`src/rtl/if_fetch_unit.sv`:
```
// ---------------------------------------------------------------------------
// cla_12bit
//   12-bit carry-lookahead adder built from three 4-bit lookahead groups.
//   Ports: a, b (operands), c_in (carry in), sum (a+b+c_in mod 2^12),
//          c_out (carry out of bit 11).
// ---------------------------------------------------------------------------
module cla_12bit (
    input  logic [11:0] a,
    input  logic [11:0] b,
    input  logic        c_in,
    output logic [11:0] sum,
    output logic        c_out
);

    localparam int unsigned W      = 12;
    localparam int unsigned GRP_W  = 4;
    localparam int unsigned N_GRP  = 3;

    logic [W-1:0]       g;
    logic [W-1:0]       p;
    logic [W-1:0]       c;
    logic [N_GRP-1:0]   grp_g;
    logic [N_GRP-1:0]   grp_p;
    logic [N_GRP-1:0]   grp_c;

    // Carries inside one 4-bit group, fully expanded from the group carry-in.
    function automatic logic [3:0] grp_carry(input logic [3:0] gg,
                                             input logic [3:0] pp,
                                             input logic       ci);
        logic [3:0] cc;
        cc[0] = ci;
        cc[1] = gg[0] | (pp[0] & ci);
        cc[2] = gg[1] | (pp[1] & gg[0]) | (pp[1] & pp[0] & ci);
        cc[3] = gg[2] | (pp[2] & gg[1]) | (pp[2] & pp[1] & gg[0])
              | (pp[2] & pp[1] & pp[0] & ci);
        return cc;
    endfunction

    // Group generate/propagate and second-level lookahead across groups.
    always_comb begin
        g = a & b;
        p = a ^ b;
        for (int k = 0; k < int'(N_GRP); k++) begin
            grp_g[k] = g[k*GRP_W+3]
                     | (p[k*GRP_W+3] & g[k*GRP_W+2])
                     | (p[k*GRP_W+3] & p[k*GRP_W+2] & g[k*GRP_W+1])
                     | (p[k*GRP_W+3] & p[k*GRP_W+2] & p[k*GRP_W+1] & g[k*GRP_W]);
            grp_p[k] = &p[k*GRP_W +: GRP_W];
        end
        grp_c[0] = c_in;
        grp_c[1] = grp_g[0] | (grp_p[0] & c_in);
        grp_c[2] = grp_g[1] | (grp_p[1] & grp_g[0]) | (grp_p[1] & grp_p[0] & c_in);
        c_out    = grp_g[2] | (grp_p[2] & grp_g[1]) | (grp_p[2] & grp_p[1] & grp_g[0])
                 | (grp_p[2] & grp_p[1] & grp_p[0] & c_in);
        for (int k = 0; k < int'(N_GRP); k++) begin
            c[k*GRP_W +: GRP_W] = grp_carry(g[k*GRP_W +: GRP_W], p[k*GRP_W +: GRP_W], grp_c[k]);
        end
        sum = p ^ c;
    end

endmodule

// ---------------------------------------------------------------------------
// if_fetch_unit
//   IF-stage fetch front end: owns the PC, issues one outstanding request at
//   a time on a req/ack instruction-memory handshake, buffers returned words
//   in a one-entry skid plus the IF/ID output register, honours decode stalls
//   and EX redirects.
//   Ports:
//     i_clk, i_reset          clock, async active-high reset
//     o_imem_req/o_imem_addr  request valid / word-aligned byte address
//     i_imem_ack/i_imem_rdata response valid / instruction word
//     i_stall                 decode cannot accept o_if_*
//     i_redirect_valid/_pc    one-cycle redirect from EX and its target
//     o_if_valid/_pc/_instr   IF/ID register contents (NOP when not valid)
//     o_pc_wrap               pulse when the PC increments from FFC to 000
// ---------------------------------------------------------------------------
module if_fetch_unit #(
    parameter logic [11:0] RESET_PC  = 12'h000,
    parameter logic [31:0] NOP_INSTR = 32'h0000_0013
) (
    input  logic        i_clk,
    input  logic        i_reset,
    output logic        o_imem_req,
    output logic [11:0] o_imem_addr,
    input  logic        i_imem_ack,
    input  logic [31:0] i_imem_rdata,
    input  logic        i_stall,
    input  logic        i_redirect_valid,
    input  logic [11:0] i_redirect_pc,
    output logic        o_if_valid,
    output logic [11:0] o_if_pc,
    output logic [31:0] o_if_instr,
    output logic        o_pc_wrap
);

    localparam int unsigned PC_W    = 12;
    localparam int unsigned INSTR_W = 32;

    typedef enum logic [1:0] {
        ST_BOOT  = 2'd0,
        ST_FETCH = 2'd1,
        ST_DRAIN = 2'd2
    } state_t;

    state_t             state_q, state_n;
    logic [PC_W-1:0]    pc_q, pc_n;
    logic               req_q, req_n;
    logic [PC_W-1:0]    req_addr_q, req_addr_n;
    logic               out_valid_q, out_valid_n;
    logic [PC_W-1:0]    out_pc_q, out_pc_n;
    logic [INSTR_W-1:0] out_instr_q, out_instr_n;
    logic               skid_valid_q, skid_valid_n;
    logic [PC_W-1:0]    skid_pc_q, skid_pc_n;
    logic [INSTR_W-1:0] skid_instr_q, skid_instr_n;
    logic               pc_wrap_q, pc_wrap_n;

    logic [PC_W-1:0]    redir_pc;
    logic [PC_W-1:0]    pc_inc;
    logic               pc_inc_co;
    logic [PC_W-1:0]    redir_inc;
    logic               redir_inc_co;
    logic               ack_fire;
    logic               out_free;

    // Redirect targets are always word aligned.
    assign redir_pc = i_redirect_pc & ~PC_W'(3);

    cla_12bit u_pc_inc (
        .a     (pc_q),
        .b     (PC_W'(4)),
        .c_in  (1'b0),
        .sum   (pc_inc),
        .c_out (pc_inc_co)
    );

    cla_12bit u_redir_inc (
        .a     (redir_pc),
        .b     (PC_W'(4)),
        .c_in  (1'b0),
        .sum   (redir_inc),
        .c_out (redir_inc_co)
    );

    // State and datapath registers.
    always_ff @(posedge i_clk or posedge i_reset) begin
        if (i_reset) begin
            state_q      <= ST_BOOT;
            pc_q         <= RESET_PC;
            req_q        <= 1'b0;
            req_addr_q   <= '0;
            out_valid_q  <= 1'b0;
            out_pc_q     <= '0;
            out_instr_q  <= NOP_INSTR;
            skid_valid_q <= 1'b0;
            skid_pc_q    <= '0;
            skid_instr_q <= NOP_INSTR;
            pc_wrap_q    <= 1'b0;
        end else begin
            state_q      <= state_n;
            pc_q         <= pc_n;
            req_q        <= req_n;
            req_addr_q   <= req_addr_n;
            out_valid_q  <= out_valid_n;
            out_pc_q     <= out_pc_n;
            out_instr_q  <= out_instr_n;
            skid_valid_q <= skid_valid_n;
            skid_pc_q    <= skid_pc_n;
            skid_instr_q <= skid_instr_n;
            pc_wrap_q    <= pc_wrap_n;
        end
    end

    // Next-state, buffering and request-issue logic.
    always_comb begin
        state_n      = state_q;
        pc_n         = pc_q;
        req_n        = req_q;
        req_addr_n   = req_addr_q;
        out_valid_n  = out_valid_q;
        out_pc_n     = out_pc_q;
        out_instr_n  = out_instr_q;
        skid_valid_n = skid_valid_q;
        skid_pc_n    = skid_pc_q;
        skid_instr_n = skid_instr_q;
        pc_wrap_n    = 1'b0;
        ack_fire     = req_q && i_imem_ack;
        out_free     = 1'b0;

        case (state_q)
            ST_BOOT: begin
                state_n    = ST_FETCH;
                req_n      = 1'b1;
                req_addr_n = pc_q;
                pc_n       = pc_inc;
                pc_wrap_n  = pc_inc_co;
            end

            ST_FETCH: begin
                if (i_redirect_valid) begin
                    // Squash everything younger than the redirecting branch.
                    out_valid_n  = 1'b0;
                    out_instr_n  = NOP_INSTR;
                    skid_valid_n = 1'b0;
                    if (req_q && !i_imem_ack) begin
                        // Keep the stale request up until memory answers it.
                        state_n = ST_DRAIN;
                        pc_n    = redir_pc;
                    end else begin
                        req_n      = 1'b1;
                        req_addr_n = redir_pc;
                        pc_n       = redir_inc;
                        pc_wrap_n  = redir_inc_co;
                    end
                end else begin
                    out_free = !out_valid_q || !i_stall;

                    // Older skid word has priority for the freed output slot.
                    if (out_free) begin
                        out_valid_n = 1'b0;
                        out_instr_n = NOP_INSTR;
                        if (skid_valid_q) begin
                            out_valid_n  = 1'b1;
                            out_pc_n     = skid_pc_q;
                            out_instr_n  = skid_instr_q;
                            skid_valid_n = 1'b0;
                        end
                    end

                    if (ack_fire) begin
                        if (out_free && !skid_valid_q) begin
                            out_valid_n = 1'b1;
                            out_pc_n    = req_addr_q;
                            out_instr_n = i_imem_rdata;
                        end else begin
                            skid_valid_n = 1'b1;
                            skid_pc_n    = req_addr_q;
                            skid_instr_n = i_imem_rdata;
                        end
                    end

                    // Only fetch ahead when there is guaranteed room to land it.
                    if ((ack_fire || !req_q) && !skid_valid_n) begin
                        req_n      = 1'b1;
                        req_addr_n = pc_q;
                        pc_n       = pc_inc;
                        pc_wrap_n  = pc_inc_co;
                    end else if (ack_fire) begin
                        req_n = 1'b0;
                    end
                end
            end

            ST_DRAIN: begin
                if (i_redirect_valid) begin
                    pc_n = redir_pc;
                end
                // Stale response is dropped; restart at the current target.
                if (ack_fire) begin
                    state_n = ST_FETCH;
                    req_n   = 1'b1;
                    if (i_redirect_valid) begin
                        req_addr_n = redir_pc;
                        pc_n       = redir_inc;
                        pc_wrap_n  = redir_inc_co;
                    end else begin
                        req_addr_n = pc_q;
                        pc_n       = pc_inc;
                        pc_wrap_n  = pc_inc_co;
                    end
                end
            end

            default: begin
                state_n = ST_BOOT;
            end
        endcase
    end

    assign o_imem_req  = req_q;
    assign o_imem_addr = req_addr_q;
    assign o_if_valid  = out_valid_q;
    assign o_if_pc     = out_pc_q;
    assign o_if_instr  = out_instr_q;
    assign o_pc_wrap   = pc_wrap_q;

endmodule

```
`config.mk`:
```
export PLATFORM = sky130hd
export DESIGN_NAME = if_fetch_unit
export DESIGN_NICKNAME = d
export VERILOG_FILES = /design/src/rtl/if_fetch_unit.sv
export SDC_FILE = /design/constraint.sdc
export NUM_CORES = 1
export LEC_CHECK = 0
export ABC_AREA = 1
export CAP_MARGIN = 20
export CELL_PAD_IN_SITES_DETAIL_PLACEMENT = 1
export CELL_PAD_IN_SITES_GLOBAL_PLACEMENT = 1
export CORE_ASPECT_RATIO = 0.5
export CORE_UTILIZATION = 37
export DETAILED_ROUTE_END_ITERATION = 10
export PLACE_DENSITY = 0.85
export SLEW_MARGIN = 5
export SYNTH_ARGS = -nofsm -noshare
export SYNTH_HDL_FRONTEND = slang
export SYNTH_HIERARCHICAL = 1
export SYNTH_SLANG_ARGS = --single-unit
export TNS_END_PERCENT = 100
```
`constraint.sdc`:
```
create_clock -name i_clk -period 4.05 [get_ports i_clk]
set_input_delay 1.0125 -clock i_clk [delete_from_list [all_inputs] [get_ports i_clk]]
set_output_delay 1.0125 -clock i_clk [all_outputs]
set_load 0.005 [all_outputs]
```
# Word-level counts from Yosys, hierarchy flattened
# Cells that the tools add are included.
[totals]
register_bits = 118
inputBits = 49
out_inout_bits = 59
wordCells = 129
[op_classes]
eq_ne = 8
mux = 48
n_bitwise = 38
reduce_logical = 24
[op_table]
columns = ["operator", "count"]
rows = [
  ["$mux W12", 14],
  ["$mux W32", 5],
  ["$pmux W12 S3", 2],
  ["$and A1 B1 Y1", 32],
  ["$reduce_and A4 Y1", 7],
  ["$xor A12 B12 Y12", 2],
  ["$mux W1", 21],
  ["$logic_not A1 Y1", 6],
  ["$mux W2", 3],
  ["$ne A2 B2 Y1 const B", 3],
  ["$ne A3 B3 Y1 const B", 2],
  ["$pmux W1 S3", 2],
  ["$pmux W2 S3", 1],
  ["$logic_and A1 B1 Y1", 4],
  ["$ne A4 B4 Y1 const B", 1],
  ["$not A1 Y1", 4],
  ["$reduce_and A2 Y1", 2],
  ["$reduce_and A3 Y1", 1],
  ["$reduce_bool A3 Y1", 1],
  ["$eq A2 B1 Y1 const B", 1],
  ["$eq A2 B2 Y1 const B", 1],
  ["$logic_not A2 Y1", 1],
  ["$logic_or A1 B1 Y1", 2],
]

# Longest topological paths before layout
# Gate-level depths: netlist of the first run.
[depth]
word_depth = 12
depth_mapped = 18
ltp_nobuf = 18

# Cells and area by module
# Netlist of the first run, hierarchy kept.
[modules_own_cells]
columns = ["module", "n_inst", "cells_per_inst", "area_each_um2", "seq_area_each_um2"]
rows = [
  ["if_fetch_unit", 1, 798, 6291.0, 2960.3],
  ["cla_12bit (u_pc_inc)", 1, 81, 539.3, 0.0],
  ["cla_12bit (u_redir_inc)", 1, 81, 531.8, 0.0],
]

# Least setup slack after synthesis of the first run
# Ideal clock, no wire load.
[synth_timing]
kind = "input to register"
startpoint = "input port i_redirect_pc[3]"
endpoint = "register pc_q[9]"
setup_ns = 0.117
arrival_ns = 2.664
required_ns = 3.933
setup_slack_ns = 1.268
path_stages = 15
path_buffers = 0
cell_sequence = "ha_1 > a21oi_1 > nand2_2 > nand2_2 > nand2_2 > fa_1 > xor2_1 > nand2_1 > nand2_1 > nand2_1 > nand2_1 > nor2_1 > nand2_1 > nand3_1 > nand2_1"
[synth_via]
elab_chain_cells = 7
word_cells_on_any_way = 9
classes_between = "mux: 5; bitwise: 4"
[synth_lines]
columns = ["item", "line_no", "rtl"]
rows = [
  ["start: declaration", "90", "input logic [11:0] i_redirect_pc,"],
  ["$and A1 B1 Y1 *", "45", "| (p[k*GRP_W+3] & g[k*GRP_W+2])"],
  ["$and A1 B1 Y1 *", "52", "grp_c[2] = grp_g[1] | (grp_p[1] & grp_g[0]) | (grp_p[1] & grp_p[0] & c_in);"],
  ["$and A1 B1 Y1 *", "32", "cc[1] = gg[0] | (pp[0] & ci);"],
  ["$xor A12 B12 Y12 *", "58", "sum = p ^ c;"],
  ["net redir_inc[9]", "121", "logic [PC_W-1:0] redir_inc;"],
  ["$mux W12 (on tied branches)", "262, 205", ""],
  ["$mux W12 (on tied branches)", "259, 200", ""],
  ["$pmux W12 S3 *", "190", "case (state_q)"],
  ["end signal: assignment", "161", "pc_q <= pc_n;"],
  ["end: declaration", "107", "logic [PC_W-1:0] pc_q, pc_n;"],
]
# The timed path passes the listed nets; every way through them passes the cells marked *.
# A chain may end at the register's enable or synchronous reset.

# Worst setup path after layout of the first run
[layout_timing]
startpoint = "input port i_redirect_pc[2]"
endpoint = "register pc_q[9]"
# Same word-level chain as after synthesis.

==> results.json, run 1 <==
{
  "drc": 0,
  "synthTopCellsByArea": "dfrtp_1 38%, nand2_1 13%, inv_1 8.4%",
  "core_um2": 19500,
  "wl_per_cell_um": 16.5,
  "met1_length_um": 9860,
  "maxSlewHeadroom_pct": 38.5,
  "antenna_found_initial": 0,
  "cts_setup_buffers": 0,
  "io_buffers": 105,
  "drtIter0Drc": 299,
  "fin_setup_tns_ps": 0,
  "worstMarginPinSlew_ps": 917,
  "cts_tree": "yes",
  "grt_pass1_vias": 7394,
  "synthMuxAreaShare_pct": 1.97,
  "cp_slowest_cell": "clkdlybuf4s50_1",
  "gp_congestion": 0.830,
  "cts_resized": 0,
  "avgSynthCellArea_um2": 7.67,
  "slew_violations": 0,
  "grt_usage_pct": 23.0,
  "ios": 108,
  "cpMostUsedCell": "nand2_1",
  "chipHeight_um": 102,
  "skew_ps": 13.2,
  "post-route-util_pct": 48.0,
  "crit_type": "primary input to flip-flop",
  "route.vias.total": 6947,
  "timing.critical_path.cells": "clkdlybuf4s50_1, ha_1, a21oi_1, nand2_2, nand2_2, nand2_2, fa_1, xor2_1, nand2_1, nand2_1, o21ai_0, nand2_1, nand2_1, nand2_1, nand3_1, nand2_1",
  "cts-hold-fix-buffers": 0,
  "max-cap-violations": 0,
  "drtPass1Iterations": 5,
  "cts_made_buffers": 17,
  "finalPower_w": 0.00701,
  "drive_gt1_share_pct": 9.80,
  "layout.cells.non_filler": 1368,
  "netlist_instances": 960,
  "rows": 36,
  "ys_types": 39,
  "hpwl_um": 15800,
  "fill_cells": 2400,
  "ys_seq_elements": 118,
  "yosys.area_share.simple_pct": 20.4,
  "drt-total-wl_um": 22600,
  "cp-end-kind": "flip-flop",
  "async_reset_ff_share_pct": 100,
  "slowest_delay_ps": 500,
  "ctsHtreeMaxLevel": 4,
  "p_per_area_nw_per_um2": 750,
  "final.period_utilization_pct": 74.4,
  "max-vdd-ir-drop_uv": 262,
  "synth_adder_area_share_pct": 6.39,
  "holdCritPathClass": "flip-flop to flip-flop",
  "worst_skew_pair.late_latency_ps": 430,
  "yosysTopAreaCellShare_pct": 38.1,
  "synth_area_um2": 7360,
  "min_period_ps": 3010,
  "die_area_um2": 20500,
  "status": "finished clean",
  "cp.arrival_ps": 3320,
  "syn2layout_area_growth_pct": 27.0,
  "p_leak_nw": 4.70,
  "top_layer": "met4",
  "synth_xor_area_share_pct": 1.43,
  "synth_top_family_by_area": "simple AND/OR/NAND/NOR gates",
  "wl_met2_um": 11600,
  "cts.reportedPaths.clkPinSlew_ps": 60,
  "fp.dieW_um": 201,
  "yosysWarnings": 6,
  "grt_overflow_total": 0,
  "cts_buffer_depth": 2,
  "start_kind": "primary input",
  "final_net_count": 1172,
  "max_freq_mhz": 332,
  "ys_seq_area_share_pct": 40.2,
  "dp.cells": 1336,
  "wl_met3_um": 599,
  "grt_pass1_wl_um": 37200,
  "synth_flop_cell": "dfrtp_1",
  "cts.sinks": 118,
  "grt_start_max_net_pins": 59,
  "critPathRequiredTime_ps": 4360,
  "yosys.area.top_type": "dfrtp_1",
  "setup-violations-final": 0,
  "synth_edf_count": 0,
  "initial_core_util_pct": 37.8,
  "root_buffer": "clkbuf_16",
  "synth-compound-area-share_pct": 17.4,
  "rsz0062_at_grt": "false",
  "ant_nets": 0,
  "n_antenna_cell": 0,
  "hold_viol_final": 0,
  "viasPerCell": 5.08,
  "cp_max_fo": 4
}
-- kinds of logic after synthesis --
group                      Yosys count
and+or+nand+nor                    347
AOI/OAI and AO/OA                  219
buffers and inverters              215
DFF                                118
adders and majority gates           34
muxes                               13
xor gates and xnor gates            12
other                                2
-- path summary, 6_finish.rpt --
path,from,endpoint,slack (ps),cells after the start
setup / recovery,i_redirect_pc[2],pc_q[9],1040,16
hold / removal,skid_instr_q[4],skid_instr_q[4],480,2
setup reg to reg,pc_q[3],pc_q[9],1510,15
hold reg to reg,skid_instr_q[4],skid_instr_q[4],480,2
max in group asynchronous,i_reset,o_imem_addr[8],2120,3
min in group asynchronous,i_reset,o_pc_wrap,1050,2
-- Yosys cell counts (15+ instances only) --
cell type / count
ha_1: 28
o22ai_1: 41
o211ai_1: 33
inv_1: 164
nand2_1: 257
o21ai_0: 58
nand3_1: 20
o21ai_1: 40
a21oi_1: 28
nand2_2: 15
buf_2: 19
dfrtp_1: 112
nor2_1: 27
-- placed cells by master (no fill, tap or decap), drive strengths merged, types with 17 or more instances in the layout --
| cell type | instances |
|---|---|
| a21oi | 30 |
| clkbuf | 17 |
| clkdlybuf4s50 | 105 |
| conb | 37 |
| dfrtp | 112 |
| ha | 28 |
| inv | 172 |
| nand2 | 275 |
| nand3 | 31 |
| nor2 | 27 |
| o211ai | 33 |
| o21ai | 100 |
| o22ai | 41 |
-- critical path: cells and delay by family --
family,cells,cell delay [ps]
compound gates,2,250
fa+ha+maj,2,660
xor+xnor,1,170
simple gates,10,710
buf+inv,1,500
-- power by group --
group          internal (W)  leakage, nW  switching (W)
logic               0.00133         2.92        0.00204
registers           0.00171         1.49       0.000367
clock network      0.000970        0.294       0.000592
-- per-layer routing --
metal  GRT usage [%]  up-vias
li1                -     3310
met1            27.5     3470
met2            42.3      120
met3            3.89       47
met4            8.22        0
met5               0        -
-- stage by stage --
step / worst slack [ps] / cell area (um2) / hold WS [ps]
finish: 1040 / 9350 / 476
global route: 883 / 9350 / 507
CTS: 1030 / 9350 / 482
detailed placement: 596 / 8750 / 473
global placement: 677 / 8750 / 465
floorplan: 1270 / 7500 / 453
-- sequential cells by signal (all words and copies together), names as in the netlist --
name	flops
o_if_instr	32
skid_instr_q	32
o_if_pc	12
o_imem_addr	12
pc_q	12
skid_pc_q	12
state_q	2
o_if_valid	1
o_imem_req	1
o_pc_wrap	1
skid_valid_q	1
-- layout make-up --
| class | count | area [um2] | share of cell area [%] |
|---|---|---|---|
| multi-input combinational | 662 | 3640 | 39.0 |
| sequential | 118 | 2960 | 31.7 |
| timing repair buffer | 117 | 1150 | 12.3 |
| inverter | 173 | 656 | 7.01 |
| clock buffer | 17 | 425 | 4.55 |
| tap | 266 | 333 | 3.56 |
| clock inverter | 15 | 178 | 1.90 |
(Power assumes the default switching activity.)
==> inputs of run 2 (changes only) <==
- CORE_UTILIZATION: 37 -> 40
- PLACE_DENSITY: 0.85 -> 0.87
- clock period: 4.05 -> 2.85 ns (I/O delays scaled with it)
==> results.json, run 2 (synthesis results as in run 1) <==
{
  "drtIter0Drc": 394,
  "dp.cells": 1321,
  "max-cap-violations": 0,
  "status": "finished clean",
  "crit_type": "primary input to flip-flop",
  "fill_cells": 2173,
  "drtPass1Iterations": 4,
  "min_period_ps": 2600,
  "min_path_cells": 2,
  "chipHeight_um": 97.9,
  "drt-total-wl_um": 23900,
  "wl_per_cell_um": 17.7,
  "cts_made_buffers": 17,
  "die_area_um2": 19000,
  "drc": 0,
  "start_kind": "primary input",
  "ctsHtreeMaxLevel": 4,
  "root_buffer": "clkbuf_16",
  "grt_pass1_wl_um": 39900,
  "holdCritPathClass": "flip-flop to flip-flop",
  "hold-path-endpoint": "skid_instr_q[1]",
  "postLayoutCellArea_um2": 9440,
  "ant_nets": 0,
  "cts_tree": "yes",
  "setup-violations-final": 0,
  "gp_congestion": 0.863,
  "dpl_cell_area_um2": 8860,
  "hold_viol_final": 0,
  "hpwl_um": 16300,
  "p_leak_nw": 4.77,
  "grt_start_max_net_pins": 119,
  "skew_ps": 12.5,
  "critPathRequiredTime_ps": 3160,
  "holdWs_ps": 490,
  "use_met3_pct": 4.97,
  "final_net_count": 1189,
  "register_area_um2": 2960,
  "maxSlewHeadroom_pct": 53.4,
  "viasPerCell": 5.33,
  "gr-usage-met2_pct": 47.5,
  "r2r-end": "pc_q[9]",
  "final.period_utilization_pct": 91.2,
  "cts_setup_buffers": 0,
  "finalPower_w": 0.0101,
  "max_freq_mhz": 385,
  "core_um2": 17700,
  "io_buffers": 105,
  "rrSetupSlack_ps": 320,
  "layout.cells.non_filler": 1353,
  "syn2layout_area_growth_pct": 28.2,
  "multi_input_area_um2": 3640,
  "cp-end-kind": "flip-flop",
  "worstMarginPinSlew_ps": 691,
  "reg2regPathDepth": 15,
  "initial_core_util_pct": 41.6,
  "rows": 34,
  "final_common_cell": "nand2_1",
  "cts_buffer_depth": 2,
  "cp_max_fo": 3,
  "grt_pass1_vias": 7912,
  "grt_overflow_total": 0,
  "worst_skew_pair.late_latency_ps": 420,
  "route.vias.total": 7211,
  "p_per_area_nw_per_um2": 1070,
  "timing.rr.start": "pc_q[3]",
  "cts_resized": 0,
  "slew_violations": 0,
  "cts.reportedPaths.clkPinSlew_ps": 60,
  "fp.dieW_um": 194,
  "max-vdd-ir-drop_uv": 408,
  "ios": 108,
  "drive_gt1_share_pct": 11.2,
  "cp.arrival_ps": 2910,
  "rsz0062_at_grt": "false",
  "mostFrequentLayoutCells": "257 x nand2_1, 163 x inv_1, 112 x dfrtp_1",
  "antenna_found_initial": 0,
  "min_from": "skid_instr_q[1]",
  "grt_use_met1_pct": 31.2,
  "cts-hold-fix-buffers": 0,
  "n_antenna_cell": 0,
  "grt_usage_pct": 26.4,
  "busiest_layer": "met2",
  "cts.sinks": 118
}
==> run 2: cell types whose count changed in the layout (fill, tap and decap cells not counted), sizes merged <==
cell | before | now
inv | 172 | 176
bufinv | 3 | 1
clkinv | 10 | 6
clkbuf | 17 | 18
clkinvlp | 3 | 4
buf | 12 | 29
==> run 2: how the worst max path moves through the flow <==
stage                startpoint       to  slack [ps]  cells after the start
2_1_floorplan  i_redirect_pc[3]  pc_q[9]         370                     15
3_3_place_gp   i_redirect_pc[3]  pc_q[9]        -160                     16
5_1_grt        i_redirect_pc[3]  pc_q[9]          60                     16
6_report       i_redirect_pc[3]  pc_q[9]         250                     16
3_5_place_dp   i_redirect_pc[3]  pc_q[9]        -180                     16
4_1_cts        i_redirect_pc[3]  pc_q[9]         250                     16
==> run 2: per-layer routing <==
layer / vias up / wire, um
li1: 3351 / -
met1: 3607 / 10100
met2: 195 / 12200
met3: 58 / 1100
met4: 0 / 610
met5: - / 0
==> run 2: critical path, cell delays in order <==
cell and delay [ps]:
clkdlybuf4s50_1 420, ha_1 310, a21oi_1 170, nand2_2 110
nand2_2 70, nand2_2 60, fa_1 370, xor2_1 170
nand2_1 90, nand2_1 50, nand2_1 50, nand2_1 50
nor2_1 80, nand2_1 70, nand3_1 60, nand2_1 50
==> run 2: power breakdown <==
| part | switching (W) | internal [W] | total [W] |
|---|---|---|---|
| Clock | 0.000906 | 0.00125 | 0.00215 |
| Combinational | 0.00299 | 0.00196 | 0.00495 |
| Sequential | 0.000551 | 0.00243 | 0.00298 |
==> run 2: area by class of cell <==
type                       instances  share of cell area (%)
inverter                         173                    6.95
tap                              234                    3.10
clock inverter                    14                    1.47
clock buffer                      18                    4.65
multi-input combinational        662                    38.6
sequential                       118                    31.4
timing repair buffer             134                    13.8
==> run 2: per-stage QoR <==
| stage | util (%) | TNS [ps] | setup WS, ps |
|---|---|---|---|
| final | 53.3 | 0 | 250 |
| after global routing | 53.3 | 0 | 58.8 |
| after CTS | 53.3 | 0 | 245 |
| after detailed placement | 50.1 | -398 | -182 |
| after global placement | 50.1 | -220 | -155 |
| after floorplan | - | 0 | 368 |
==> inputs of run 3 (changes only) <==
- GPL_ROUTABILITY_DRIVEN: unset -> 0
==> results of run 3 <==
Same layout as run 2: the final DEF is identical, and so are final timing and power.
